--- src/rtl/uart_pkg.sv ---
// Shared types and defaults for the buffered UART transmitter.
// Serializer states and default timing/depth constants.
package uart_pkg;

    typedef enum logic [1:0] {
        IDLE,
        START,
        DATA,
        STOP
    } tx_state_e;

    // 100 MHz / 921600 baud, truncated
    localparam int CLKS_PER_BIT_DEF = 108;
    localparam int FIFO_DEPTH_DEF   = 16;

endpackage

--- src/rtl/uart_tx_fifo_if.sv ---
// Byte write port of the UART transmitter.
// Producer drives data/valid, transmitter returns ready.
interface uart_tx_fifo_if;

    logic [7:0] i_data;
    logic       i_valid;
    logic       o_ready;

    modport master (
        output i_data,
        output i_valid,
        input  o_ready
    );

    modport slave (
        input  i_data,
        input  i_valid,
        output o_ready
    );

endinterface

--- src/rtl/sync_fifo.sv ---
// Single-clock FIFO with power-of-two depth.
// Wrapping pointers plus a separate occupancy count.
module sync_fifo #(
    parameter int WIDTH = 8,
    parameter int DEPTH = 16
) (
    input  logic                     clk,
    input  logic                     rst,
    input  logic                     push,
    input  logic                     pop,
    input  logic [WIDTH-1:0]         din,
    output logic [WIDTH-1:0]         dout,
    output logic                     full,
    output logic                     empty,
    output logic [$clog2(DEPTH):0]   level
);

    localparam int AW = $clog2(DEPTH);
    localparam int LW = AW + 1;

    logic [WIDTH-1:0] mem_q [DEPTH];
    logic [AW-1:0]    wr_ptr_q, wr_ptr_d;
    logic [AW-1:0]    rd_ptr_q, rd_ptr_d;
    logic [LW-1:0]    count_q, count_d;
    logic             do_push, do_pop;

    assign full    = (count_q == LW'(DEPTH));
    assign empty   = (count_q == '0);
    assign do_push = push && !full;
    assign do_pop  = pop && !empty;
    assign dout    = mem_q[rd_ptr_q];
    assign level   = count_q;

    // Pointers wrap naturally at the power-of-two depth
    always_comb begin
        wr_ptr_d = wr_ptr_q + AW'(do_push);
        rd_ptr_d = rd_ptr_q + AW'(do_pop);
        count_d  = count_q + LW'(do_push) - LW'(do_pop);
    end

    // Pointer and occupancy registers
    always_ff @(posedge clk) begin
        if (rst) begin
            wr_ptr_q <= '0;
            rd_ptr_q <= '0;
            count_q  <= '0;
        end else begin
            wr_ptr_q <= wr_ptr_d;
            rd_ptr_q <= rd_ptr_d;
            count_q  <= count_d;
        end
    end

    // Storage write; a stale write during reset is harmless
    always_ff @(posedge clk) begin
        if (do_push) begin
            mem_q[wr_ptr_q] <= din;
        end
    end

endmodule

--- src/rtl/uart_tx_fifo.sv ---
// UART 8N1 transmitter fed by a byte FIFO.
// Back-to-back frames are contiguous; o_tx is registered.
module uart_tx_fifo
    import uart_pkg::*;
#(
    parameter int CLKS_PER_BIT = CLKS_PER_BIT_DEF,
    parameter int FIFO_DEPTH   = FIFO_DEPTH_DEF
) (
    input  logic                        i_clk,
    input  logic                        i_rst,
    uart_tx_fifo_if.slave               bus,
    output logic                        o_tx,
    output logic                        o_busy,
    output logic [$clog2(FIFO_DEPTH):0] o_level
);

    localparam int CW =
        (CLKS_PER_BIT > 1) ? $clog2(CLKS_PER_BIT) : 1;
    localparam logic [CW-1:0] CNT_LAST = CW'(CLKS_PER_BIT - 1);

    tx_state_e   state_q, state_d;
    logic [CW-1:0] cnt_q, cnt_d;
    logic [2:0]  bit_q, bit_d;
    logic [7:0]  shift_q, shift_d;
    logic        tx_q, tx_d;

    logic        fifo_pop;
    logic        fifo_full;
    logic        fifo_empty;
    logic [7:0]  fifo_dout;
    logic        bit_done;

    sync_fifo #(
        .WIDTH (8),
        .DEPTH (FIFO_DEPTH)
    ) u_fifo (
        .clk   (i_clk),
        .rst   (i_rst),
        .push  (bus.i_valid),
        .pop   (fifo_pop),
        .din   (bus.i_data),
        .dout  (fifo_dout),
        .full  (fifo_full),
        .empty (fifo_empty),
        .level (o_level)
    );

    assign bus.o_ready = !fifo_full;
    assign o_busy      = (state_q != IDLE) || !fifo_empty;
    assign o_tx        = tx_q;
    assign bit_done    = (cnt_q == CNT_LAST);

    // Next state: pop on idle or on the last stop cycle
    always_comb begin
        state_d  = state_q;
        cnt_d    = cnt_q;
        bit_d    = bit_q;
        shift_d  = shift_q;
        fifo_pop = 1'b0;
        unique case (state_q)
            IDLE: begin
                cnt_d = '0;
                if (!fifo_empty) begin
                    fifo_pop = 1'b1;
                    shift_d  = fifo_dout;
                    state_d  = START;
                end
            end
            START: begin
                if (bit_done) begin
                    cnt_d   = '0;
                    bit_d   = '0;
                    state_d = DATA;
                end else begin
                    cnt_d = cnt_q + 1'b1;
                end
            end
            DATA: begin
                if (bit_done) begin
                    cnt_d = '0;
                    if (bit_q == 3'd7) begin
                        state_d = STOP;
                    end else begin
                        bit_d   = bit_q + 3'd1;
                        shift_d = {1'b0, shift_q[7:1]};
                    end
                end else begin
                    cnt_d = cnt_q + 1'b1;
                end
            end
            STOP: begin
                if (bit_done) begin
                    cnt_d = '0;
                    if (!fifo_empty) begin
                        fifo_pop = 1'b1;
                        shift_d  = fifo_dout;
                        state_d  = START;
                    end else begin
                        state_d = IDLE;
                    end
                end else begin
                    cnt_d = cnt_q + 1'b1;
                end
            end
            default: state_d = IDLE;
        endcase
    end

    // Line level follows the state being entered, so it is registered
    always_comb begin
        tx_d = 1'b1;
        case (state_d)
            START:   tx_d = 1'b0;
            DATA:    tx_d = shift_d[0];
            default: tx_d = 1'b1;
        endcase
    end

    // Serializer state registers
    always_ff @(posedge i_clk) begin
        if (i_rst) begin
            state_q <= IDLE;
            cnt_q   <= '0;
            bit_q   <= '0;
            shift_q <= '0;
            tx_q    <= 1'b1;
        end else begin
            state_q <= state_d;
            cnt_q   <= cnt_d;
            bit_q   <= bit_d;
            shift_q <= shift_d;
            tx_q    <= tx_d;
        end
    end

endmodule

--- src/flat_wrapper.sv ---
// flat-port wrapper written by rule: the top's interface ports become plain ports
module uart_tx_fifo_flat import uart_pkg::*;
#(
    parameter int CLKS_PER_BIT = CLKS_PER_BIT_DEF,
    parameter int FIFO_DEPTH   = FIFO_DEPTH_DEF
)
  (i_clk, i_rst, o_tx, o_busy, o_level, bus_i_data, bus_i_valid, bus_o_ready);
  uart_tx_fifo_if bus_i ();
  input  logic i_clk;
  input  logic i_rst;
  output logic o_tx;
  output logic o_busy;
  output logic [$clog2(FIFO_DEPTH):0] o_level;
  input wire logic [$bits(bus_i.i_data)-1:0] bus_i_data;
  input wire logic [$bits(bus_i.i_valid)-1:0] bus_i_valid;
  output wire logic [$bits(bus_i.o_ready)-1:0] bus_o_ready;
  assign bus_i.i_data = bus_i_data;
  assign bus_i.i_valid = bus_i_valid;
  assign bus_o_ready = bus_i.o_ready;
  uart_tx_fifo #(.CLKS_PER_BIT(CLKS_PER_BIT), .FIFO_DEPTH(FIFO_DEPTH)) u_core (.i_clk(i_clk), .i_rst(i_rst), .bus(bus_i), .o_tx(o_tx), .o_busy(o_busy), .o_level(o_level));
endmodule
--- config.mk ---
export PLATFORM = sky130hd
export DESIGN_NAME = uart_tx_fifo_flat
export DESIGN_NICKNAME = d
export VERILOG_FILES = /design/src/rtl/uart_pkg.sv /design/src/rtl/uart_tx_fifo_if.sv /design/src/rtl/sync_fifo.sv /design/src/rtl/uart_tx_fifo.sv /design/src/flat_wrapper.sv
export SDC_FILE = /design/constraint.sdc
export NUM_CORES = 1
export LEC_CHECK = 0
export CAP_MARGIN = 20
export CORE_MARGIN = 2
export CORE_UTILIZATION = 61
export DETAILED_ROUTE_END_ITERATION = 10
export PLACE_DENSITY = 0.81
export SYNTH_ARGS = -nofsm -noshare
export SYNTH_HDL_FRONTEND = slang
export SYNTH_SLANG_ARGS = --single-unit
export TNS_END_PERCENT = 20
--- constraint.sdc ---
create_clock -name i_clk -period 3.3 [get_ports i_clk]
set_input_delay 0.66 -clock i_clk [delete_from_list [all_inputs] [get_ports i_clk]]
set_output_delay 0.66 -clock i_clk [all_outputs]
set_load 0.02 [all_outputs]
After elaboration in Yosys (flattened, before gate mapping)
Memory sizes are Yosys's and may differ from the RTL's. A register that Yosys moved wholly into a read port is not among the register bits.
Index checks and enable logic that the tools add are counted.
{ "word_totals": {"output_inout_bits": 8, "mem_bits_rw": 128, "latch_bits": 0, "mem_bits_ro": 0, "register_bits": 34, "elab_cells": 66, "n_memories": 1} }
{ "classes": {"mux": 25, "n_eq_ne": 12, "n_bitwise": 0, "shifts": 0, "addsub": 6, "magnitude_cmp": 0, "mul": 0, "n_reduce_logical": 13, "div_mod_pow": 0} }
{ "memory_table": {"columns": ["name", "words", "word_bits", "rd", "rd_ports_with_merged_regs", "write_ports", "line_no", "rtl"], "rows": [
  ["u_core.u_fifo.mem_q", 16, 8, 1, 1, 1, "sync_fifo.sv:21", "logic [WIDTH-1:0] mem_q [DEPTH];"]
]} }
{ "op_table": {"columns": ["cell", "count"], "rows": [
  ["2-to-1 mux 8 bit", 4],
  ["one-hot mux 8 bit (3 select lines)", 1],
  ["one-hot mux 7 bit (2 select lines)", 1],
  ["2-to-1 mux 2 bit", 5],
  ["2-to-1 mux 3 bit", 3],
  ["adder 4 x 1 -> 4 bit", 2],
  ["one-hot mux 2 bit (4 select lines)", 1],
  ["AND reduction 4 bit", 2],
  ["adder 7 x 1 -> 7 bit, second input constant", 1],
  ["equality test 7 bit, second input constant", 1],
  ["2-to-1 mux 7 bit", 1],
  ["equality test 2 bit, second input constant", 3],
  ["inequality test 2 x 1 -> 1 bit, second input constant", 3],
  ["one-hot mux 3 bit (2 select lines)", 1],
  ["adder 5 x 1 -> 5 bit", 1],
  ["equality test 5 bit, second input constant", 1],
  ["logical NOT 5 bit", 1],
  ["2-to-1 mux 1 bit", 5],
  ["subtractor 5 x 1 -> 5 bit", 1],
  ["equality test 2 x 1 -> 1 bit, second input constant", 2],
  ["2-to-1 mux 4 bit", 1],
  ["one-hot mux 1 bit (2 select lines)", 2],
  ["nonzero test 2 bit", 2],
  ["adder 3 x 1 -> 3 bit, second input constant", 1],
  ["other kinds (8)", 10]
]} }

Depth between registers and ports, before layout
Gate-level depths: netlist of the first run.
{ "logic_depth": {"depth_word": 7, "depth_mapped": 13} }

Modules after synthesis
A second synthesis of the first run with hierarchy kept.
{ "unflattened": {"cells_unflattened": 418, "hier_area_um2": 6839.1} }
{ "modules_own_cells": {"columns": ["module", "area_per_inst_um2", "n_inst", "cells_per_inst"], "rows": [
  ["sync_fifo", 5655.4, 1, 289],
  ["uart_tx_fifo", 1183.6, 1, 129]
]} }

Worst setup path before layout of the first run
No wires, ideal clock.
{ "synth_timing": {"kind": "reg2reg", "start": "register u_core.u_fifo.count_q[3] (netlist: u_core.u_fifo.level[3])", "end": "register u_core.u_fifo.count_q[4] (netlist: u_core.u_fifo.level[4])", "arrival_ps": 2559, "setup_slack_ps": 613, "setup_time_ps": 128, "stages_incl_launch_ff": 14, "synth_period_minus_slack_ps": 2687, "path_cell_list": "dfxtp_1 inv_1 ha_1 nor4b_2 nor3_1 ha_1 inv_1 ha_1 fa_1 a21oi_1 nor2_1 nor2_1 xnor2_1 nor2_1"} }
{ "synth_via": {"elab_chain_len": 6, "word_cells_on_any_way": 11, "classes_between": "2 x add/sub; 1 x eq/ne; 3 x mux; 5 x reduce/logical"} }
{ "synth_rtl": {"columns": ["item", "line_no", "rtl"], "rows": [
  ["from (decl)", "sync_fifo.sv:24", "logic [LW-1:0] count_q, count_d;"],
  ["from (signal assigned)", "sync_fifo.sv:50", "count_q <= count_d;"],
  ["branches (longest 5 deep; another with adder 5 x 1 -> 5 bit)", null, null],
  ["subtractor 5 x 1 -> 5 bit *", "sync_fifo.sv:38", "count_d = count_q + LW'(do_push) - LW'(do_pop);"]
]} }
Mark *: on every way between the ends.
A chain may end at the register's enable or synchronous reset.

Worst setup path after layout of the first run
{ "layout_timing": {"start": "register u_core.cnt_q[3]", "end": "register u_core.u_fifo.count_q[4] (netlist: u_core.u_fifo.level[4])"} }
{ "layout_via": {"elab_chain_len": 5} }
{ "layout_rtl": {"columns": ["item", "line_no", "rtl"], "rows": [
  ["from (decl)", "uart_tx_fifo.sv:22", "logic [CW-1:0] cnt_q, cnt_d;"],
  ["from (signal assigned)", "uart_tx_fifo.sv:129", "cnt_q <= cnt_d;"],
  ["equality test 7 bit", "uart_tx_fifo.sv:51", "assign bit_done = (cnt_q == CNT_LAST);"],
  ["2-to-1 mux 1 bit", "uart_tx_fifo.sv:92", "if (bit_done) begin"],
  ["one-hot mux 1 bit (2 select lines)", "uart_tx_fifo.sv:60", "unique case (state_q)"],
  ["logical AND 1 bit", "sync_fifo.sv:30", "assign do_pop = pop && !empty;"],
  ["subtractor 5 x 1 -> 5 bit", "sync_fifo.sv:38", null]
]} }
Every way passes these cells.

==> results of run 1 <==
==> worst register-to-register path: stages (launching register included) <==
cell,delay [ns]
dfxtp_1,0.44
and4bb_2,0.43
a31oi_1,0.21
nor3_1,0.32
ha_1,0.20
inv_1,0.04
ha_1,0.20
fa_1,0.40
a21oi_1,0.16
nor2_1,0.05
nor2_1,0.11
xnor2_1,0.12
nor2_1,0.05
==> layer usage <==
metal  GRT usage  wire (microns)  vias up
met1      0.2987            5808     1968
met3     0.08037             731       18
met2      0.3812            6701      119
met4     0.08333             257        0
li1            -               -     1791
met5           0               0        -
==> how the worst min path moves through the flow <==
stage / startpoint / end / slack, ns
floorplan: u_core.cnt_q[0] / u_core.cnt_q[0] / 0.43
global placement: u_core.cnt_q[0] / u_core.cnt_q[0] / 0.45
detailed placement: u_core.cnt_q[0] / u_core.cnt_q[0] / 0.46
CTS: u_core.cnt_q[0] / u_core.cnt_q[0] / 0.47
global route: u_core.cnt_q[0] / u_core.cnt_q[0] / 0.49
finish: u_core.cnt_q[0] / u_core.cnt_q[0] / 0.47
==> final cells by class <==
cell class                      count  share of cell area
Tap cell                          140             0.02215
Sequential cell                   162              0.5722
Timing Repair Buffer               38             0.04335
Clock inverter                     14             0.01898
Clock buffer                       18             0.05426
Multi-Input combinational cell    245              0.2838
Inverter                           11            0.005221
==> cell families (layout without fill, tap and decap cells) <==
family,after synthesis,count (layout)
DFF,162,162
and+or+nand+nor,106,106
AOI/OAI and AO/OA,56,56
muxes,51,51
buffers and inverters,33,81
adders and majority gates,19,19
xor gates and xnor gates,13,13
==> sequential cells by signal, summed over array words and instances (netlist names) <==
register	count
u_core.u_fifo.mem_q	128
u_core.shift_q	8
u_core.cnt_q	7
u_core.u_fifo.level	5
u_core.u_fifo.rd_ptr_q	4
u_core.u_fifo.wr_ptr_q	4
u_core.bit_q	3
u_core.state_q	2
u_core.o_tx	1
==> power breakdown <==
part | total [mW] | switching, mW | leakage (nW) | internal (mW)
clock | 1.92 | 0.798 | 0.275 | 1.12
combinational | 1.34 | 0.676 | 1.02 | 0.664
sequential | 2.49 | 0.137 | 1.43 | 2.35
==> Yosys cell counts, types with 3 or more instances <==
cell,count,area (sq um)
nand2_1,15,56.30
a21oi_1,6,30.03
nor3_1,7,35.03
ha_1,18,225.2
clkbuf_1,10,37.54
a22oi_1,3,22.52
nor2b_1,8,50.05
mux2i_1,18,180.2
xnor2_1,6,52.55
xor2_1,7,61.31
o21ai_0,17,85.08
buf_2,4,20.02
a31oi_1,9,56.30
nor2_1,45,168.9
a221oi_1,5,43.79
dfxtp_1,34,680.7
nand3b_1,3,22.52
inv_1,10,37.54
nand3_1,9,45.04
buf_6,4,45.04
edfxtp_1,128,3844
or2_2,4,25.02
mux4_1,10,262.8
mux4_2,23,518.0
==> results.sh, run 1 <==
export IMPL_outcome="finished clean"
export IMPL_synthSimpleGateAreaFrac=0.07757
export IMPL_cp_startpoint="u_core.cnt_q[3]"
export IMPL_crit_family="simple AND/OR/NAND/NOR gates"
export IMPL_die_w_microns=110.8
export IMPL_slew_viol_final=0
export IMPL_synth_top_family_by_area="multiplexers"
export IMPL_insertion_delay_ns=0.43
export IMPL_clk_path_buf_depth=2
export IMPL_antenna_found_initial=1
export IMPL_gp_congestion=0.8498
export IMPL_drc=0
export IMPL_max_cap_violations=0
export IMPL_hp_class="reg -> reg"
export IMPL_portBuffers=18
export IMPL_path_class="reg -> reg"
export IMPL_synth_xor_area_frac=0.01638
export IMPL_synthMuxAreaShare=0.1382
export IMPL_layout_worst_path_cycle_share=0.8669
export IMPL_synth_fa_ha_area_frac=0.03528
export IMPL_synth_edf_count=128
export IMPL_boundaryPins=19
export IMPL_reg2reg_depth=12
export IMPL_power_mw=5.745
export IMPL_setup_ws_ns=0.4392
export IMPL_fin_crit_ns=2.861
export IMPL_final_common_cell="edfxtp_1"
export IMPL_num_fill_cells=686
export IMPL_ys_ff_latch=162
export IMPL_die_height_microns=110.8
export IMPL_cts_resized=0
export IMPL_worstPathArrival_ns=3.15
export IMPL_seq_area_sq_um=4526
export IMPL_place_area_sq_um=7330
export IMPL_grt_total_usage=0.2352
export IMPL_crit_chain="and4bb_2, a31oi_1, nor3_1, ha_1, inv_1, ha_1, fa_1, a21oi_1, nor2_1, nor2_1, xnor2_1, nor2_1"
export IMPL_multi_input_area_sq_um=2245
export IMPL_via_count=3896
export IMPL_crit_buf_inv=1
export IMPL_p_leak_nw=2.731
export IMPL_ys_seq_area_frac=0.6508
export IMPL_setup_viol=0
export IMPL_worst_setup_path_end_kind="flip-flop"
export IMPL_avgSynthCellArea_sq_um=15.80
export IMPL_viasPerCell=6.204
export IMPL_n_antenna_cell=0
export IMPL_r2r_start="u_core.cnt_q[3]"
export IMPL_crit_path_top_delay_cell="dfxtp_1"
export IMPL_overflow=0
export IMPL_reg2reg_to="u_core.u_fifo.level[4]"
export IMPL_whs_path_depth=1
export IMPL_grt_pass1_vias=4036
export IMPL_cts_sinks=162
export IMPL_core_sq_um=10980
export IMPL_power_density_nw_per_um2=726.4
export IMPL_drtPass1Iterations=5
export IMPL_start_util=0.6329
export IMPL_synthCells=440
export IMPL_syn_area_sq_um=6952
export IMPL_cp_depth=12
export IMPL_ir_worst_vdd_mv=0.6422
export IMPL_tightest_slew_ns=0.7747
export IMPL_grt_pass1_wl_microns=21360
export IMPL_dp_hpwl_microns=8469
export IMPL_cp_slowest_stage_delay_ns=0.44
export IMPL_slew_headroom=0.4816
export IMPL_whs_ns=0.4670
export IMPL_fin_tns_setup_ns=0
export IMPL_htree_levels=4
export IMPL_cp_max_fo=12
export IMPL_path_clk_slew_ns=0.06
export IMPL_netlist_cell_type_count=52
export IMPL_postCtsSetupRepairBufs=0
export IMPL_post_drt_wl_per_cell_microns=21.50
export IMPL_postLayoutCoreUtil=0.7201
export IMPL_cts_buffers_inserted=17
export IMPL_grt_max_degree=35
export IMPL_syn_nets=470
export IMPL_mostFrequentLayoutCells="edfxtp_1 (128), nor2_1 (45), dfxtp_1 (33), mux4_2 (23), buf_4 (19)"
export IMPL_fin_nets=505
export IMPL_cts_root_buf="clkbuf_16"
export IMPL_rows=38
export IMPL_pre_cts_slack_ns=0.5030
export IMPL_die_area_sq_um=12270
export IMPL_cts_tree="done"
export IMPL_areaGrowthSynthToFinish_pct=13.77
export IMPL_hold_viol_final=0
export IMPL_final_cells=628
export IMPL_drtIter0Drc=326
export IMPL_crit_end="u_core.u_fifo.level[4]"
export IMPL_crit_path_frequent_cell="nor2_1"
export IMPL_startpoint_type="flip-flop"
export IMPL_hold_buffers=0
export IMPL_drive_gt1_frac=0.1721
export IMPL_synth_compound_area_frac=0.05544
export IMPL_ant_nets=0
export IMPL_async_reset_ff_frac=0
export IMPL_ff2ff_setup_slack_ns=0.44
export IMPL_worstPathRequired_ns=3.59
export IMPL_yosys_warnings=0
export IMPL_max_freq_mhz=349.6
export IMPL_fin_worst_skew_ns=0.008008
export IMPL_dp_cells=596
export IMPL_synth_flop_cell="edfxtp_1"
export IMPL_drt_wl_total_microns=13500
export IMPL_finalInstanceArea_sq_um=7909
export IMPL_rsz0062_at_grt="false"
Note: power is estimated with default switching activity, not from simulation.
==> run 2, diff against run 1 <==
- MAX_ROUTING_LAYER: not set -> met4
==> results.sh, run 2 (synthesis results as in run 1) <==
export IMPL_outcome="finished clean"
export IMPL_rows=38
export IMPL_grt_max_degree=35
export IMPL_worstPathRequired_ns=3.60
export IMPL_start_util=0.6329
export IMPL_die_height_microns=110.8
export IMPL_antenna_found_initial=1
export IMPL_max_cap_violations=0
export IMPL_setup_viol=0
export IMPL_mostFrequentLayoutCells="edfxtp_1 (128), nor2_1 (45), dfxtp_1 (33), mux4_2 (23), buf_4 (19)"
export IMPL_areaGrowthSynthToFinish_pct=13.80
export IMPL_fin_nets=505
export IMPL_postCtsSetupRepairBufs=0
export IMPL_drc=0
export IMPL_path_clk_slew_ns=0.06
export IMPL_num_fill_cells=686
export IMPL_hold_viol_final=0
export IMPL_via_count=3956
export IMPL_slew_viol_final=0
export IMPL_ir_worst_vdd_mv=0.6391
export IMPL_whs_path_depth=1
export IMPL_startpoint_type="flip-flop"
export IMPL_fin_worst_skew_ns=0.006590
export IMPL_drtPass1Iterations=5
export IMPL_setup_ws_ns=0.4102
export IMPL_htree_levels=4
export IMPL_max_freq_mhz=346.0
export IMPL_hp_class="reg -> reg"
export IMPL_grt_use_met1=0.2995
export IMPL_clk_path_buf_depth=2
export IMPL_reg2reg_depth=12
export IMPL_grt_util_met3=0.08037
export IMPL_ff2ff_setup_slack_ns=0.41
export IMPL_boundaryPins=19
export IMPL_layout_worst_path_cycle_share=0.8757
export IMPL_cts_root_buf="clkbuf_16"
export IMPL_grt_pass1_vias=4020
export IMPL_drt_wl_total_microns=13580
export IMPL_pre_cts_slack_ns=0.5030
export IMPL_cts_sinks=162
export IMPL_die_area_sq_um=12270
export IMPL_cts_buffers_inserted=17
export IMPL_slew_headroom=0.4939
export IMPL_grt_total_usage=0.2427
export IMPL_ant_nets=0
export IMPL_die_w_microns=110.8
export IMPL_post_drt_wl_per_cell_microns=21.59
export IMPL_reg_largest_list="u_core.u_fifo.mem_q x128, u_core.shift_q x8, u_core.cnt_q x7"
export IMPL_largest_register_ffs=128
export IMPL_portBuffers=18
export IMPL_grt_use_met2=0.3820
export IMPL_overflow=0
export IMPL_tightest_slew_ns=0.7563
export IMPL_hold_buffers=0
export IMPL_cts_resized=0
export IMPL_fin_crit_ns=2.890
export IMPL_r2r_start="u_core.cnt_q[3]"
export IMPL_whs_ns=0.4668
export IMPL_final_common_cell="edfxtp_1"
export IMPL_power_density_nw_per_um2=727.1
export IMPL_cts_tree="done"
export IMPL_worstPathArrival_ns=3.19
export IMPL_worstHoldEndpoint="u_core.cnt_q[0]"
export IMPL_p_leak_nw=2.731
export IMPL_viasPerCell=6.289
export IMPL_path_class="reg -> reg"
export IMPL_reg2reg_to="u_core.u_fifo.level[4]"
export IMPL_top_usage_layer="met2"
export IMPL_grt_pass1_wl_microns=21400
export IMPL_insertion_delay_ns=0.43
export IMPL_top_register="u_core.u_fifo.mem_q"
export IMPL_rsz0062_at_grt="false"
export IMPL_dp_hpwl_microns=8469
export IMPL_worst_setup_path_end_kind="flip-flop"
export IMPL_drtIter0Drc=308
export IMPL_fin_tns_setup_ns=0
export IMPL_core_sq_um=10980
export IMPL_drive_gt1_frac=0.1721
export IMPL_cp_max_fo=12
export IMPL_min_from="u_core.cnt_q[0]"
export IMPL_gp_congestion=0.8632
==> run 2: changes by cell type in the layout (fill, tap and decap cells not counted), sizes merged <==
| cell | previous run | this run |
|---|---|---|
| diode | 0 | 1 |
==> run 2: worst max-delay path by stage <==
| stage | from | to | slack (ns) | cells past startpoint |
|---|---|---|---|---|
| 3_5_place_dp | u_core.cnt_q[3] | u_core.u_fifo.level[4] | 0.50 | 12 |
| 3_3_place_gp | bus_i_valid | u_core.u_fifo.level[4] | 0.54 | 11 |
| 4_1_cts | u_core.cnt_q[3] | u_core.u_fifo.level[4] | 0.45 | 12 |
| 5_1_grt | u_core.cnt_q[0] | u_core.u_fifo.level[4] | 0.26 | 13 |
| 2_1_floorplan | u_core.u_fifo.level[3] | u_core.u_fifo.level[4] | 0.61 | 13 |
| 6_report | u_core.cnt_q[3] | u_core.u_fifo.level[4] | 0.41 | 12 |
==> run 2: worst max-delay path, stage by stage, from the launching register on <==
cell and delay (ns):
dfxtp_1 0.44, and4bb_2 0.43, a31oi_1 0.21, nor3_1 0.33, ha_1 0.20, inv_1 0.04
ha_1 0.20, fa_1 0.40, a21oi_1 0.16, nor2_1 0.05, nor2_1 0.11, xnor2_1 0.12
nor2_1 0.05
==> run 2: power by group <==
| group | leakage [nW] | switching, mW | internal, mW |
|---|---|---|---|
| Clock | 0.275 | 0.803 | 1.12 |
| Combinational | 1.02 | 0.678 | 0.664 |
| Sequential | 1.43 | 0.136 | 2.35 |
==> run 2: cell type report <==
type	count	area, sq um	share of cell area
Antenna cell	1	2.502	0.0003163
Timing Repair Buffer	38	342.8	0.04333
Clock buffer	18	429.2	0.05425
Multi-Input combinational cell	245	2245	0.2837
Sequential cell	162	4526	0.5720
Tap cell	140	175.2	0.02214
Clock inverter	14	150.1	0.01898
Inverter	11	41.29	0.005219
==> run 2: stage by stage <==
step	utilization	cell area [sq um]	cells	power, mW
CTS	0.7201	7909	628	5.793
global placement	0.6674	7330	596	3.805
global route	0.7203	7911	629	5.995
floorplan	-	6952	440	3.481
finish	0.7203	7911	629	5.752
detailed placement	0.6674	7330	596	3.851
==> run 2: routing by layer <==
layer  routed length, microns  vias up
li1                         -     1786
met1                     5796     1989
met2                     6681      155
met3                      794       26
met4                      310        0
met5                        0        -
==> patch (settings of run 1) <==
Put a register stage on the output `o_level`, with the module's reset. The value now appears one clock later. The other outputs are not delayed to match.
--- a/src/rtl/uart_tx_fifo.sv
+++ b/src/rtl/uart_tx_fifo.sv
@@ -17,6 +17,8 @@
     localparam int CW =
         (CLKS_PER_BIT > 1) ? $clog2(CLKS_PER_BIT) : 1;
     localparam logic [CW-1:0] CNT_LAST = CW'(CLKS_PER_BIT - 1);
+
+    logic [$clog2(FIFO_DEPTH):0] o_level_d;
 
     tx_state_e   state_q, state_d;
     logic [CW-1:0] cnt_q, cnt_d;
@@ -42,7 +44,7 @@
         .dout  (fifo_dout),
         .full  (fifo_full),
         .empty (fifo_empty),
-        .level (o_level)
+        .level (o_level_d)
     );
 
     assign bus.o_ready = !fifo_full;
@@ -133,5 +135,13 @@
         end
     end
 
+    always_ff @(posedge i_clk) begin
+        if (i_rst) begin
+            o_level <= '0;
+        end else begin
+            o_level <= o_level_d;
+        end
+    end
+
 endmodule
 
Function: changed (a bounded check fails within 4 cycles, from zero or initial values and one cycle with i_rst high).
==> patch against run 1 <==
Non-clock buffer count unchanged; routed wire length is 1.5% lower; total power is essentially flat; synthesized area rose by 0.63%; sequential cell count up 5; final area shrank 0.17%; worst setup slack better by 0.043 ns; hold slack got worse by 0.023 ns; maximum frequency is 1.5% higher; critical path type is now flop to output pin; largest cell class unchanged.
==> patch: results (changes against run 1) <==
* Routed wire length at 13.30 mm (-1.5%)
* Post-CTS sizing at 0 (unchanged)
* Biggest regs: u_core.u_fifo.mem_q (128), u_core.shift_q (8), u_core.cnt_q (7)
* Post-synth ARST share at 0% (unchanged)
* Critical path's slowest cell: clkdlybuf4s50_1
* VDD IR-drop max at 0.6345 mV (-1.2%)
* Iteration-0 DRC Markers at 451 (+38%)
* Number of CTS-inserted buffers at 17 (unchanged)
* Clk pin slew, worst setup/hold paths at 0.06 ns (about the same)
* Proportion of layout cells with a drive suffix above 1 at 15.63% (-1.6 points)
* CP delay by family, top: buffers and inverters
* CTS Buffer Depth at 2 (unchanged)
* Post-layout net count at 497 (-1.6%)
* Hold crit path type: flop to flop
* Worst-path fanout max at 6 (-6)
* Total GRT Usage at 23.46% (-0.060 points)
* Status: completed
* H-Tree Depth at 4 (unchanged)
* Leakage at 2.644 nW (-3.2%)
* Post-CTS setup buffers at 0 (unchanged)
* Synth Flop Type: edfxtp_1
* Seq. pwr at 2.55 mW (+2%)
* TritonRoute pass-1 iters at 5 (unchanged)
* Critical path required time at 2.64 ns (-0.95 ns)
* Antenna Cells at 0 (unchanged)
* Crit path largest cell delay at 0.57 ns (+0.13 ns)
* Port buffer count at 18 (unchanged)
* Int Pwr at 4.065 mW (-1.7%)
* Clock power frac at 31.0% (-2.4 points)
* Worst skew pair latency at 0.43 ns (about the same)
* GPL Wtd Cong at 0.7855 (-7.6%)
* Worst slew pin tran at 0.8347 ns (+0.06002 ns)
* Psw at 1.674 mW (+4.0%)
* Hold Path Cell Cnt at 1 (unchanged)
* Hpwl dp at 8.112 mm (-4.2%)
* Worst Skew at 0.008079 ns (+0.00007016 ns)
* Reg2Reg Depth at 13 (+1)
* Synth Warn # at 0 (unchanged)
* Yosys cell types at 54 (+3.8%)
* Initial antenna violation count at 0 (-1)
* Synth top area cells: edfxtp_1, dfxtp_1, mux4_2
* Post-synth net total at 461 (-1.9%)
* Largest net degree at the start of global routing at 37 (+5.7%)
* Fillers at 727 (+6.0%)
* Placement Rows at 39 (+2.6%)
* Clk root buf: clkbuf_16
* First-pass GRT wire length at 21.29 mm (-0.32%)
* Post-synth top cells: edfxtp_1, nor2_1, dfxtp_1
* Sequential cell area fraction in the yosys report at 66.11% (+1.0 points)
* Via count at 3880 (-0.41%)
* Post-synth EDFFs at 128 (unchanged)
-- patch: path summary, 6_finish.rpt --
| path | startpoint | to | slack (ns) |
|---|---|---|---|
| min | u_core.cnt_q[0]$_SDFF_PP0_ | u_core.cnt_q[0]$_SDFF_PP0_ | 0.44 |
| max reg2reg | u_core.state_q[1]$_SDFF_PP0_ | u_core.u_fifo.level[4]$_SDFF_PP0_ | 0.50 |
| min reg2reg | u_core.cnt_q[0]$_SDFF_PP0_ | u_core.cnt_q[0]$_SDFF_PP0_ | 0.44 |
| max | u_core.u_fifo.level[3]$_SDFF_PP0_ | o_busy | 0.48 |
-- patch: through the flow --
step,instances,cell area (sq um),setup slack (ns)
6_report,623,7895,0.4826
3_3_place_gp,591,7365,0.5450
4_1_cts,623,7895,0.4721
2_1_floorplan,431,6995,0.8455
5_1_grt,623,7895,0.3116
3_5_place_dp,591,7365,0.5409
-- patch: area by class of cell --
cell class	count	area [sq um]	share of cell area, %
well taps	143	178.9	2.266
inverters	13	48.80	0.6181
flip-flops and latches	167	4626	58.59
multi-input cells	230	2168	27.46
clock inverters	14	101.3	1.284
repair buffers	38	342.8	4.342
clock buffers	18	429.2	5.436
-- patch: cell families (layout without fill, tap and decap cells) --
logic type	count (synthesis)	count (layout)	synth area share [%]
XOR/XNOR	13	13	1.628
flip-flops	167	167	66.11
buffers and inverters	34	83	2.897
AND/OR/NAND/NOR	107	107	7.548
multiplexers	56	56	14.38
AO/OA/AOI/OAI	35	35	3.935
adder cells (fa/ha/maj)	19	19	3.506
-- patch: layer usage --
metal | vias up | GRT usage, % | share of wire [%]
li1 | 1756 | - | -
met4 | 0 | 8.807 | 1.8
met1 | 1976 | 28.92 | 41
met2 | 124 | 39.35 | 53
met5 | - | 0 | 0
met3 | 24 | 7.326 | 4.8
